[src/rtl/readout_collector.sv]
// Readout collector: captures three ADC samples per frame on _RD strobes,
// packs them with the board number and queues the word in a FWFT FIFO.
module readout_collector #(
    parameter int DW    = 12,
    parameter int DEPTH = 8,
    parameter int AW    = 3
) (
    input  logic                FRC_IN,
    input  logic                _RES_HARD,
    input  logic                COUNTER_F_GO,
    input  logic                _RD,
    input  logic                WRITE_BUFER,
    input  logic                CHENGE_ADRES_IN,
    input  logic [3:0]          COUNT_BOARD,
    input  logic [DW-1:0]       ADC_DATA,
    input  logic                OUT_READY,
    input  logic                CLR_OVF,
    output logic                OUT_VALID,
    output logic [6+3*DW-1:0]   OUT_DATA,
    output logic [AW:0]         FILL,
    output logic                OVERFLOW
);

    localparam int          OW       = 6 + 3 * DW;
    localparam logic [AW:0] FULL_CNT = (AW + 1)'(DEPTH);

    logic          rd_q, wb_q, ca_q;
    logic          rd_fall, wb_rise, ca_rise;
    logic [1:0]    idx, ncap;
    logic [DW-1:0] s0, s1, s2;
    logic [1:0]    idx_c, ncap_c;
    logic [DW-1:0] s0_c, s1_c, s2_c;
    logic          cap, push, pop, full, acc, drop;
    logic [OW-1:0] push_word;
    logic [OW-1:0] mem [DEPTH];
    logic [AW-1:0] wr_ptr, rd_ptr;
    logic [AW:0]   cnt;

    assign rd_fall = ~_RD & rd_q;
    assign wb_rise = WRITE_BUFER & ~wb_q;
    assign ca_rise = CHENGE_ADRES_IN & ~ca_q;

    assign cap  = rd_fall & COUNTER_F_GO & (ncap != 2'd3);
    assign push = wb_rise & COUNTER_F_GO;

    assign OUT_VALID = (cnt != '0);
    assign FILL      = cnt;
    assign OUT_DATA  = OUT_VALID ? mem[rd_ptr] : '0;

    assign pop  = OUT_VALID & OUT_READY;
    assign full = (cnt == FULL_CNT);
    assign acc  = push & (~full | pop);
    assign drop = push & full & ~pop;

    // Slot contents after this cycle's capture, so a coincident push sees it
    always_comb begin
        s0_c   = s0;
        s1_c   = s1;
        s2_c   = s2;
        idx_c  = idx;
        ncap_c = ncap;
        if (cap) begin
            case (idx)
                2'd0:    s0_c = ADC_DATA;
                2'd1:    s1_c = ADC_DATA;
                default: s2_c = ADC_DATA;
            endcase
            idx_c  = idx + 2'd1;
            ncap_c = ncap + 2'd1;
        end
    end

    assign push_word = {COUNT_BOARD, ncap_c, s2_c, s1_c, s0_c};

    // Strobe history for edge detection; runs even when sequencing is off
    always_ff @(posedge FRC_IN) begin
        if (!_RES_HARD) begin
            rd_q <= 1'b1;
            wb_q <= 1'b0;
            ca_q <= 1'b0;
        end else begin
            rd_q <= _RD;
            wb_q <= WRITE_BUFER;
            ca_q <= CHENGE_ADRES_IN;
        end
    end

    // Frame assembly: capture, clear on push, restart slot index on address change
    always_ff @(posedge FRC_IN) begin
        if (!_RES_HARD || !COUNTER_F_GO || push) begin
            idx  <= '0;
            ncap <= '0;
            s0   <= '0;
            s1   <= '0;
            s2   <= '0;
        end else if (ca_rise) begin
            idx  <= '0;
            ncap <= '0;
            s0   <= s0_c;
            s1   <= s1_c;
            s2   <= s2_c;
        end else begin
            idx  <= idx_c;
            ncap <= ncap_c;
            s0   <= s0_c;
            s1   <= s1_c;
            s2   <= s2_c;
        end
    end

    // FIFO storage; contents are don't-care until counted as occupied
    always_ff @(posedge FRC_IN) begin
        if (acc) begin
            mem[wr_ptr] <= push_word;
        end
    end

    // FIFO pointers and occupancy
    always_ff @(posedge FRC_IN) begin
        if (!_RES_HARD) begin
            wr_ptr <= '0;
            rd_ptr <= '0;
            cnt    <= '0;
        end else begin
            if (acc) begin
                wr_ptr <= wr_ptr + 1'b1;
            end
            if (pop) begin
                rd_ptr <= rd_ptr + 1'b1;
            end
            case ({acc, pop})
                2'b10:   cnt <= cnt + 1'b1;
                2'b01:   cnt <= cnt - 1'b1;
                default: cnt <= cnt;
            endcase
        end
    end

    // Sticky drop flag; a fresh drop outranks the clear
    always_ff @(posedge FRC_IN) begin
        if (!_RES_HARD) begin
            OVERFLOW <= 1'b0;
        end else if (drop) begin
            OVERFLOW <= 1'b1;
        end else if (CLR_OVF) begin
            OVERFLOW <= 1'b0;
        end
    end

endmodule

[config.mk]
export PLATFORM = sky130hd
export DESIGN_NAME = readout_collector
export DESIGN_NICKNAME = d
export VERILOG_FILES = /design/src/rtl/readout_collector.sv
export SDC_FILE = /design/constraint.sdc
export NUM_CORES = 1
export LEC_CHECK = 0
export CORE_ASPECT_RATIO = 0.6
export CORE_MARGIN = 4
export CORE_UTILIZATION = 60
export CTS_CLUSTER_DIAMETER = 120
export DETAILED_ROUTE_END_ITERATION = 8
export PLACE_DENSITY = 0.76
export SETUP_SLACK_MARGIN = 0.2
export SYNTH_ARGS = -nofsm -noshare
export SYNTH_HDL_FRONTEND = slang
export SYNTH_SLANG_ARGS = --single-unit
export TNS_END_PERCENT = 1
[constraint.sdc]
create_clock -name FRC_IN -period 19.8 [get_ports FRC_IN]
set_input_delay 3.96 -clock FRC_IN [delete_from_list [all_inputs] [get_ports FRC_IN]]
set_output_delay 3.96 -clock FRC_IN [all_outputs]
set_load 0.02 [all_outputs]
==> results of run 1 <==
[layout by cell type, fill, tap and decap left out, types with 2 or more instances in the layout]
master           instances
buf_4                   12
mux2i_1                 45
xor2_1                   2
mux4_2                  84
nand3_1                  6
nor2_4                   3
dfxtp_4                  2
clkdlybuf4s50_1         71
and2_1                   9
nand2b_1                 8
nor3_2                   4
inv_1                    4
o211ai_1                 2
clkbuf_1                10
o21ai_0                  2
dfxtp_1                 54
ha_1                     6
a21boi_0                 2
edfxtp_1               336
and3_1                   2
clkinv_2                 3
clkbuf_16               37
xnor2_1                  6
clkinv_1                 3
nand2_1                  9
nor2b_1                 39
mux2_2                  37
clkbuf_8                 4
nor2_1                  51
a21oi_1                  2
bufinv_16                5
[cell families after synthesis]
group	Yosys count
flops	393
simple gates	140
compound gates	17
xor+xnor	8
buf+inv	44
mux	166
fa+ha+maj	6
[path summary, 6_finish.rpt]
kind | startpoint | end | slack, ps | cells past startpoint
setup / recovery | register | OUT_DATA[31] | 12080 | 5
hold / removal | rd_ptr[1]$_SDFFE_PN0N_ | register | 530 | 2
setup reg to reg | FILL[2]$_SDFFE_PN0P_ | mem[4][14]$_DFFE_PP_ | 17160 | 4
hold reg to reg | rd_ptr[1]$_SDFFE_PN0N_ | register | 530 | 2
[synthesized netlist by cell type, drive strengths merged, types with 8 or more instances]
cell type,count,area share (%)
mux4,84,12
buf,25,0.80
mux2,37,2.7
clkbuf,14,0.35
mux2i,45,3.0
nor2,55,1.5
nand2b,8,0.33
nand2,9,0.22
and2,9,0.37
dfxtp,57,7.5
edfxtp,336,66
nor2b,39,1.6
[layout make-up]
class	count	area [µm²]	share of cell area [%]
Clock buffer	51	1018	5.822
Sequential cell	393	11240	64.25
Tap cell	322	402.9	2.303
Inverter	5	21.27	0.1216
Clock inverter	12	185.2	1.059
Timing Repair Buffer	83	800.8	4.578
Multi-Input combinational cell	337	3825	21.87
[metal layers]
layer	routed length, µm	up-vias	GRT usage (%)
met3	2095	29	4.192
met5	0	-	0
met2	14830	259	35.90
met4	270	0	4.050
li1	-	3232	-
met1	13460	3907	34.08
[power by group through the flow]
stage          clock, mW  combinational, mW  sequential, mW
2_1_floorplan          0              0.280           0.929
3_3_place_gp           0              0.398           0.951
3_5_place_dp           0              0.405           0.953
4_1_cts            0.717              0.409           0.935
5_1_grt            0.755              0.430           0.938
6_report           0.706              0.402           0.933
[critical path: cells and delay by family (launching register included)]
kind	cells	cell delay, ps
buf+inv	2	1350
flops	1	900
mux	2	810
simple gates	1	90
[sequential cells by signal (all words and copies together), names as in the netlist, named ones only]
signal	cells
FILL	4
OVERFLOW	1
ca_q	1
idx	2
mem	336
ncap	2
rd_ptr	3
rd_q	1
s0	12
s1	12
s2	12
wb_q	1
wr_ptr	3
==> metrics.txt, run 1 <==
setup_tns 0 ps; Simple-Gate Fraction of Synth Area 4.864%; design internal power 1.521 mW; synthesized net count 804; routed length per placed instance 25.48 µm; Synth Area in Compound Gates 0.8724%; mean instance size in the synthesized netlist 19.64 µm²; CP max FO 43; average via count per standard cell 6.174; result of the run complete, no violations; residual DRC count 0; dominant combinational cell family by area after synthesis multiplexers; CP endpoint kind primary output; max-slew violation count 0; number of maximum-capacitance constraint violations 0; GRT Residual Overflow 0; post-layout minimum cycle time 7721 ps; portion of the post-synthesis area used by sequential elements 73.88%; FMAX 129.5 MHz; HPWL reported at the end of detailed placement 16.35 mm; final setup fails 0; post-synthesis async set-or-reset flop share 0%; I/O Pins 72; CP Class reg -> out; number of distinct standard cells referenced by the synthesized netlist 45; nets@finish 885; maximum number of pins on one net before global-route repair 65; port bufs 71; std cell rows 44; first-pass GRT wire length 47.50 mm; Cell Chain, Critical Path buf_4 -> mux4_2 -> mux2i_1 -> nor2_1 -> clkdlybuf4s50_1; crit path max-delay cell type dfxtp_4; antenna violations before repair 0; 1st-iter DRT viols 729; area of placed instances 16,290 µm²; Hold/Removal Path Class reg -> reg; fraction of power consumed by sequential logic 45.7%; overall routing resource usage 22.61%; worst rel slew slack 35.75%; Final GP Congestion 0.7012; Die Footprint 28,030 µm²; Critical Path Max Stage Delay 900 ps; peak ir drop on the vdd network 0.06968 mV; number of buffers inserted during clock tree synthesis 35; clock share of power 34.6%; count of flip-flops with a built-in enable after synthesis 336; buffer levels on the longest clock path 3; design area 17,490 µm²; number of flip-flops and latches in the synthesized netlist 393; Antenna Diode Count 0; power after layout 2.041 mW; Tightest Pin Transition 963.8 ps; skew final 12.06 ps; final hold viol count 0; worst hold slack after final layout 530.9 ps; share of total power in combinational logic 19.7%; setup repair after global routing missed its margin no; total number of vias 7,427; P per Cell Area 116.7 nW/µm²; crit path setup slack, layout 12,080 ps; mux cell area share after synthesis 18.15%; switching component of the power 0.5201 mW; wirelength, routed 30.66 mm; die boundary width 213.5 µm; leakage power of the design 5.557 nW; Cell Count Post-Placement 1,140; Resized cells post-CTS 0; adder-cell area share of the yosys netlist 0.4938%; Core ar. 24,550 µm²; post-layout util 71.24%; # hold bufs at CTS 0; number of clock sinks seen by CTS 393; synthesized instance count 774; ratio of final minimum period to clock period 38.99%; CTS H-tree depth 2; number of global-route vias before repair 7,792; post-synthesis share of cell area spent on xor and xnor gates 0.4609%; post-place setup slack 12,470 ps; post-CTS setup buffer count 0; Net Sw Frac 25.48%; clock insertion delay at the later pin of the skew report 520 ps; synthesized area 15,200 µm²; signal arrival time at the worst endpoint 3760 ps; sort of element at the start of the critical path register; clock-pin slew of the registers on the worst-case setup and hold paths 70 ps; overall die height 131.3 µm; effective utilization at floorplan 61.91%; final cell count without fillers 1,203; Detailed Routing Iterations Pass 1 5; Syn. warnings 0; CTS Root Buffer Type clkbuf_16; Area growth, synth to finish 15.07%; CTS tree yes; remaining antenna violation count 0; Data required, critical path 15,840 ps; # fillers 1,451; dominant register cell in the synthesized netlist edfxtp_1; share of layout cells above drive strength 1 22.47%
Power figures use the tool's default switching activity.
==> inputs of run 2 (changes only) <==
clock period = 8.01 ns   (was 19.8 ns; I/O delays follow)
==> run 2 against run 1 <==
Net effect: non-clock buffer count unchanged; die area unchanged; clock power increased by 140%; flip-flop and latch count unchanged; critical path type unchanged; critical endpoint is now OUT_DATA[0].
==> metrics.txt, run 2 (synthesized netlist as in run 1, its figures left out) <==
Die Footprint 28,030 µm² (unchanged); I/O Pins 72 (unchanged); setup_tns 0 ps (unchanged); switching component of the power 1.308 mW (was 0.5201 mW); overall routing resource usage 22.84% (was 22.61%); power after layout 4.998 mW (was 2.041 mW); effective utilization at floorplan 61.91% (unchanged); Tightest Pin Transition 948.7 ps (was 963.8 ps); leakage power of the design 5.540 nW (was 5.557 nW); Antenna Diode Count 0 (unchanged); routed wire length on met3 1.878 mm (was 2.095 mm); 1st-iter DRT viols 798 (was 729); CP endpoint kind primary output (unchanged); buffer levels on the longest clock path 3 (unchanged); worst rel slew slack 36.75% (was 35.75%); CP Class reg -> out (unchanged); number of clock sinks seen by CTS 393 (unchanged); # hold bufs at CTS 0 (unchanged); remaining antenna violation count 0 (unchanged); Detailed Routing Iterations Pass 1 5 (unchanged); die boundary width 213.5 µm (unchanged); total number of vias 7,488 (was 7,427); P per Cell Area 286.3 nW/µm² (was 116.7 nW/µm²); Resized cells post-CTS 0 (unchanged); clock insertion delay at the later pin of the skew report 520 ps (about the same); setup repair after global routing missed its margin no (unchanged); design internal power 3.691 mW (was 1.521 mW); final hold viol count 0 (unchanged); average via count per standard cell 6.209 (was 6.174); GRT Residual Overflow 0 (unchanged); number of flip-flops in the largest register 336 (unchanged); number of maximum-capacitance constraint violations 0 (unchanged); std cell rows 44 (unchanged); clock share of power 33.8% (was 34.6%); met2 routed wirelength 14.81 mm (was 14.83 mm); number of global-route vias before repair 7,883 (was 7,792); post-CTS setup buffer count 0 (unchanged); clock-pin slew of the registers on the worst-case setup and hold paths 60 ps (was 70 ps); result of the run complete, no violations (unchanged); Hold/Removal Path Class reg -> reg (unchanged); Core ar. 24,550 µm² (unchanged); routed length per placed instance 25.52 µm (was 25.48 µm); share of total power in combinational logic 20.0% (was 19.7%); FMAX 184.7 MHz; nets@finish 886 (was 885); maximum number of pins on one net before global-route repair 65 (unchanged); HPWL reported at the end of detailed placement 16.27 mm (was 16.35 mm); CTS H-tree depth 2 (unchanged); peak ir drop on the vdd network 0.2141 mV (was 0.06968 mV); Data required, critical path 6410 ps (was 15,840 ps); commonest non-fill, non-tap cells in the layout edfxtp_1, mux4_2, clkdlybuf4s50_1 (unchanged); share of layout cells above drive strength 1 22.85% (was 22.47%); most frequent standard cell in the layout excluding fill and tap cells edfxtp_1 (unchanged); CTS tree yes (unchanged); fraction of power consumed by sequential logic 46.2% (was 45.7%); post-layout minimum cycle time 5413 ps; sort of element at the start of the critical path register (unchanged); top layer used by detailed routing met4 (unchanged); antenna violations before repair 0 (unchanged); overall die height 131.3 µm (unchanged); number of buffers inserted during clock tree synthesis 36 (was 35); max-slew violation count 0 (unchanged); CTS Root Buffer Type clkbuf_16 (unchanged); # fillers 1,486 (was 1,451); metal1 wirelength 13.60 mm (was 13.46 mm); Area growth, synth to finish 14.86% (was 15.07%); Net Sw Frac 26.16% (was 25.48%); ratio of final minimum period to clock period 67.58%; register with the most flip-flops mem (unchanged); CP max FO 43 (unchanged); wirelength, routed 30.78 mm (was 30.66 mm); skew final 15.91 ps (was 12.06 ps); residual DRC count 0 (unchanged); port bufs 71 (unchanged); first-pass GRT wire length 48.11 mm (was 47.50 mm); Final GP Congestion 0.7013 (was 0.7012); signal arrival time at the worst endpoint 3810 ps (was 3760 ps); final setup fails 0 (unchanged)
run 2: worst max-delay path, cell delays in order (launching register included):
cell	delay, ps
dfxtp_4	930
buf_4	760
mux4_2	600
mux2i_1	200
nor2_1	100
clkdlybuf4s50_1	590
run 2: worst paths after layout:
| path | start | cells after the start | endpoint | slack [ps] |
|---|---|---|---|---|
| setup / recovery | register | 5 | OUT_DATA[0] | 2600 |
| hold reg to reg | rd_ptr[1]$_SDFFE_PN0N_ | 2 | register | 510 |
| hold / removal | rd_ptr[1]$_SDFFE_PN0N_ | 2 | register | 510 |
| setup reg to reg | FILL[2]$_SDFFE_PN0P_ | 4 | mem[4][13]$_DFFE_PP_ | 5300 |
run 2: final cells by class:
| type | count | area [µm²] | area share (%) |
|---|---|---|---|
| Clock buffer | 54 | 1050 | 6.012 |
| Clock inverter | 12 | 121.4 | 0.6951 |
| Inverter | 5 | 21.27 | 0.1218 |
| Multi-Input combinational cell | 337 | 3825 | 21.91 |
| Sequential cell | 393 | 11240 | 64.37 |
| Tap cell | 322 | 402.9 | 2.307 |
| Timing Repair Buffer | 83 | 800.8 | 4.586 |
run 2: power by group through the flow:
stage          clock network [mW]  registers [mW]  logic, mW
3_5_place_dp                    0            2.35       1.00
2_1_floorplan                   0            2.30      0.692
6_report                     1.69            2.31       1.00
4_1_cts                      1.71            2.31       1.01
5_1_grt                      1.81            2.32       1.07
3_3_place_gp                    0            2.35      0.985
run 2: stage by stage:
step / cells / hold WS [ps] / setup slack (ps) / instance area (µm²) / utilization, %
5_1_grt: 1206 / 554.3 / 2246 / 17460 / 71.11
3_3_place_gp: 1140 / 476.4 / 3061 / 16290 / 66.34
6_report: 1206 / 508.2 / 2597 / 17460 / 71.11
4_1_cts: 1206 / 510.0 / 2487 / 17460 / 71.11
2_1_floorplan: 774 / 466.6 / 1309 / 15200 / -
3_5_place_dp: 1140 / 496.2 / 3041 / 16290 / 66.34
run 2: routing by layer:
metal / GRT usage, % / vias to the layer above
li1: - / 3232
met1: 34.63 / 3964
met2: 35.97 / 245
met3: 4.050 / 47
met4: 4.547 / 0
met5: 0 / -
==> inputs of run 3 (changes only) <==
CORE_UTILIZATION = 54   (was 60)
PLACE_DENSITY = 0.72   (was 0.76)
clock period = 4.9 ns   (was 8.01 ns; I/O delays follow)
==> run 3 against run 2 <==
Net effect: critical endpoint is now OUT_DATA[35]; worst setup slack got worse by 1900 ps; highest routed layer unchanged; power increased by 62%; die area increased by 11%; wire length increased by 0.20%; flip-flop and latch count unchanged; hold slack about the same; largest cell class unchanged; critical path type unchanged; register-to-register slack got worse by 3100 ps; count of clock-buffer cells in the layout decreased by 1; critical path depth unchanged; clock power increased by 59%; combinational power increased by 63%; utilization decreased by 7.6 points.
==> metrics.txt, run 3 (synthesized netlist as in run 1, its figures left out) <==
most frequent standard cell in the layout excluding fill and tap cells edfxtp_1 (unchanged); average via count per standard cell 5.876 (was 6.209); capture point of the worst reg-to-reg path mem[7][21]$_DFFE_PP_ (was mem[4][13]$_DFFE_PP_); worst rel slew slack 38.14% (was 36.75%); skew final 18.71 ps (was 15.91 ps); # hold bufs at CTS 0 (unchanged); P per Cell Area 460.8 nW/µm² (was 286.3 nW/µm²); CTS H-tree depth 2 (unchanged); power after layout 8.088 mW (was 4.998 mW); post-CTS setup buffer count 0 (unchanged); effective utilization at floorplan 55.00% (was 61.91%); GRT Residual Overflow 0 (unchanged); Resized cells post-CTS 0 (unchanged); Final GP Congestion 0.8021 (was 0.7013); number of maximum-capacitance constraint violations 0 (unchanged); Die Footprint 30,990 µm² (was 28,030 µm²); number of buffers inserted during clock tree synthesis 36 (unchanged); post-layout minimum cycle time 4156 ps; CP max FO 33 (was 43); number of clock sinks seen by CTS 393 (unchanged); setup_tns 0 ps (unchanged); Area growth, synth to finish 15.45% (was 14.86%); Antenna Diode Count 0 (unchanged); setup repair after global routing missed its margin no (unchanged); share of layout cells above drive strength 1 22.89% (was 22.85%); clock insertion delay at the later pin of the skew report 530 ps (was 520 ps); area of the multi-input gates 3834 µm² (was 3825 µm²); HPWL reported at the end of detailed placement 17.22 mm (was 16.27 mm); reg2reg setup slack 2170 ps (was 5300 ps); CP Class reg -> out (unchanged); final setup fails 0 (unchanged); nets@finish 891 (was 886); std cell rows 47 (was 44); CTS tree yes (unchanged); met2 routed wirelength 14.69 mm (was 14.81 mm); logic depth of the worst register-to-register path 4 (unchanged); maximum number of pins on one net before global-route repair 59 (was 65); FMAX 240.6 MHz; max-slew violation count 0 (unchanged); CP endpoint kind primary output (unchanged); port bufs 71 (unchanged); remaining antenna violation count 0 (unchanged); number of global-route vias before repair 7,688 (was 7,883); number of flip-flops in the largest register 336 (unchanged); Tightest Pin Transition 927.9 ps (was 948.7 ps); wirelength, routed 30.84 mm (was 30.78 mm); worst r2r src FILL[0]$_SDFFE_PN0P_ (was FILL[2]$_SDFFE_PN0P_); top layer used by detailed routing met4 (unchanged); metal1 wirelength 13.84 mm (was 13.60 mm); first-pass GRT wire length 47.11 mm (was 48.11 mm); final hold viol count 0 (unchanged); Detailed Routing Iterations Pass 1 5 (unchanged); commonest non-fill, non-tap cells in the layout edfxtp_1, mux4_2, clkdlybuf4s50_1 (unchanged); routed wire length on met3 1.736 mm (was 1.878 mm); routed length per placed instance 24.59 µm (was 25.52 µm); # fillers 1,902 (was 1,486); Data required, critical path 3920 ps (was 6410 ps); overall die height 138.0 µm (was 131.3 µm); total number of vias 7,368 (was 7,488); peak ir drop on the vdd network 0.2781 mV (was 0.2141 mV); I/O Pins 72 (unchanged); overall routing resource usage 20.51% (was 22.84%); Core ar. 27,640 µm² (was 24,550 µm²); leakage power of the design 5.559 nW (was 5.540 nW); end of the critical path OUT_DATA[35] (was OUT_DATA[0]); 1st-iter DRT viols 637 (was 798); CTS Root Buffer Type clkbuf_16 (unchanged); FF+latch area 11,240 µm² (unchanged); antenna violations before repair 0 (unchanged); buffer levels on the longest clock path 3 (unchanged); clock-pin slew of the registers on the worst-case setup and hold paths 60 ps (about the same); Hold/Removal Path Class reg -> reg (unchanged); signal arrival time at the worst endpoint 3180 ps (was 3810 ps); die boundary width 224.6 µm (was 213.5 µm); sort of element at the start of the critical path register (unchanged); result of the run complete, no violations (unchanged); ratio of final minimum period to clock period 84.82%; register with the most flip-flops mem (unchanged); residual DRC count 0 (unchanged)
[run 3: cell types whose count changed in the layout (fill, tap and decap cells not counted), moves of 2 or more]
cell and change:
buf_4 +2, clkinvlp_4 -2, buf_12 +3, clkinv_1 +2
inv_6 -2, clkinv_4 +2
[run 3: cell type report]
| type | count | area share [%] |
|---|---|---|
| repair buffers | 88 | 4.990 |
| flip-flops and latches | 393 | 64.04 |
| clock inverters | 11 | 0.4848 |
| multi-input cells | 337 | 21.84 |
| clock buffers | 53 | 5.903 |
| inverters | 5 | 0.1212 |
| well taps | 367 | 2.616 |
[run 3: routing by layer]
| layer | vias up | track usage [%] |
|---|---|---|
| li1 | 3232 | - |
| met1 | 3895 | 30.09 |
| met2 | 195 | 32.44 |
| met3 | 46 | 3.977 |
| met4 | 0 | 5.304 |
| met5 | - | 0 |
[run 3: critical path: stages (launching register included)]
cell	delay, ps
dfxtp_4	820
buf_12	320
mux4_2	540
mux2i_1	250
nor2_1	110
clkdlybuf4s50_1	580
[run 3: worst min-delay path by stage]
stage	from	end	slack, ps	cells past startpoint
6_report	rd_ptr[1]$_SDFFE_PN0N_	register	510	2
2_1_floorplan	rd_ptr[1]$_SDFFE_PN0N_	register	470	2
3_5_place_dp	rd_ptr[1]$_SDFFE_PN0N_	register	490	2
5_1_grt	rd_ptr[1]$_SDFFE_PN0N_	register	570	2
3_3_place_gp	rd_ptr[1]$_SDFFE_PN0N_	register	480	2
4_1_cts	rd_ptr[1]$_SDFFE_PN0N_	register	520	2
[run 3: power by group]
| part | switching, mW | leakage (nW) | internal, mW | total (mW) |
|---|---|---|---|---|
| logic | 0.819 | 1.51 | 0.811 | 1.63 |
| clock network | 1.16 | 0.552 | 1.52 | 2.68 |
| registers | 0.131 | 3.50 | 3.65 | 3.78 |
| total | 2.11 | 5.56 | 5.98 | 8.09 |
[run 3: through the flow]
stage	hold slack, ps	utilization, %	worst slack, ps	instance area [µm²]	std cells
CTS	520.8	63.50	667.7	17550	1254
global route	565.5	63.50	533.3	17550	1254
detailed placement	485.3	59.44	1148	16430	1190
floorplan	466.6	-	-85.70	15210	774
global placement	481.9	59.44	1261	16430	1190
finish	508.1	63.50	744.0	17550	1254
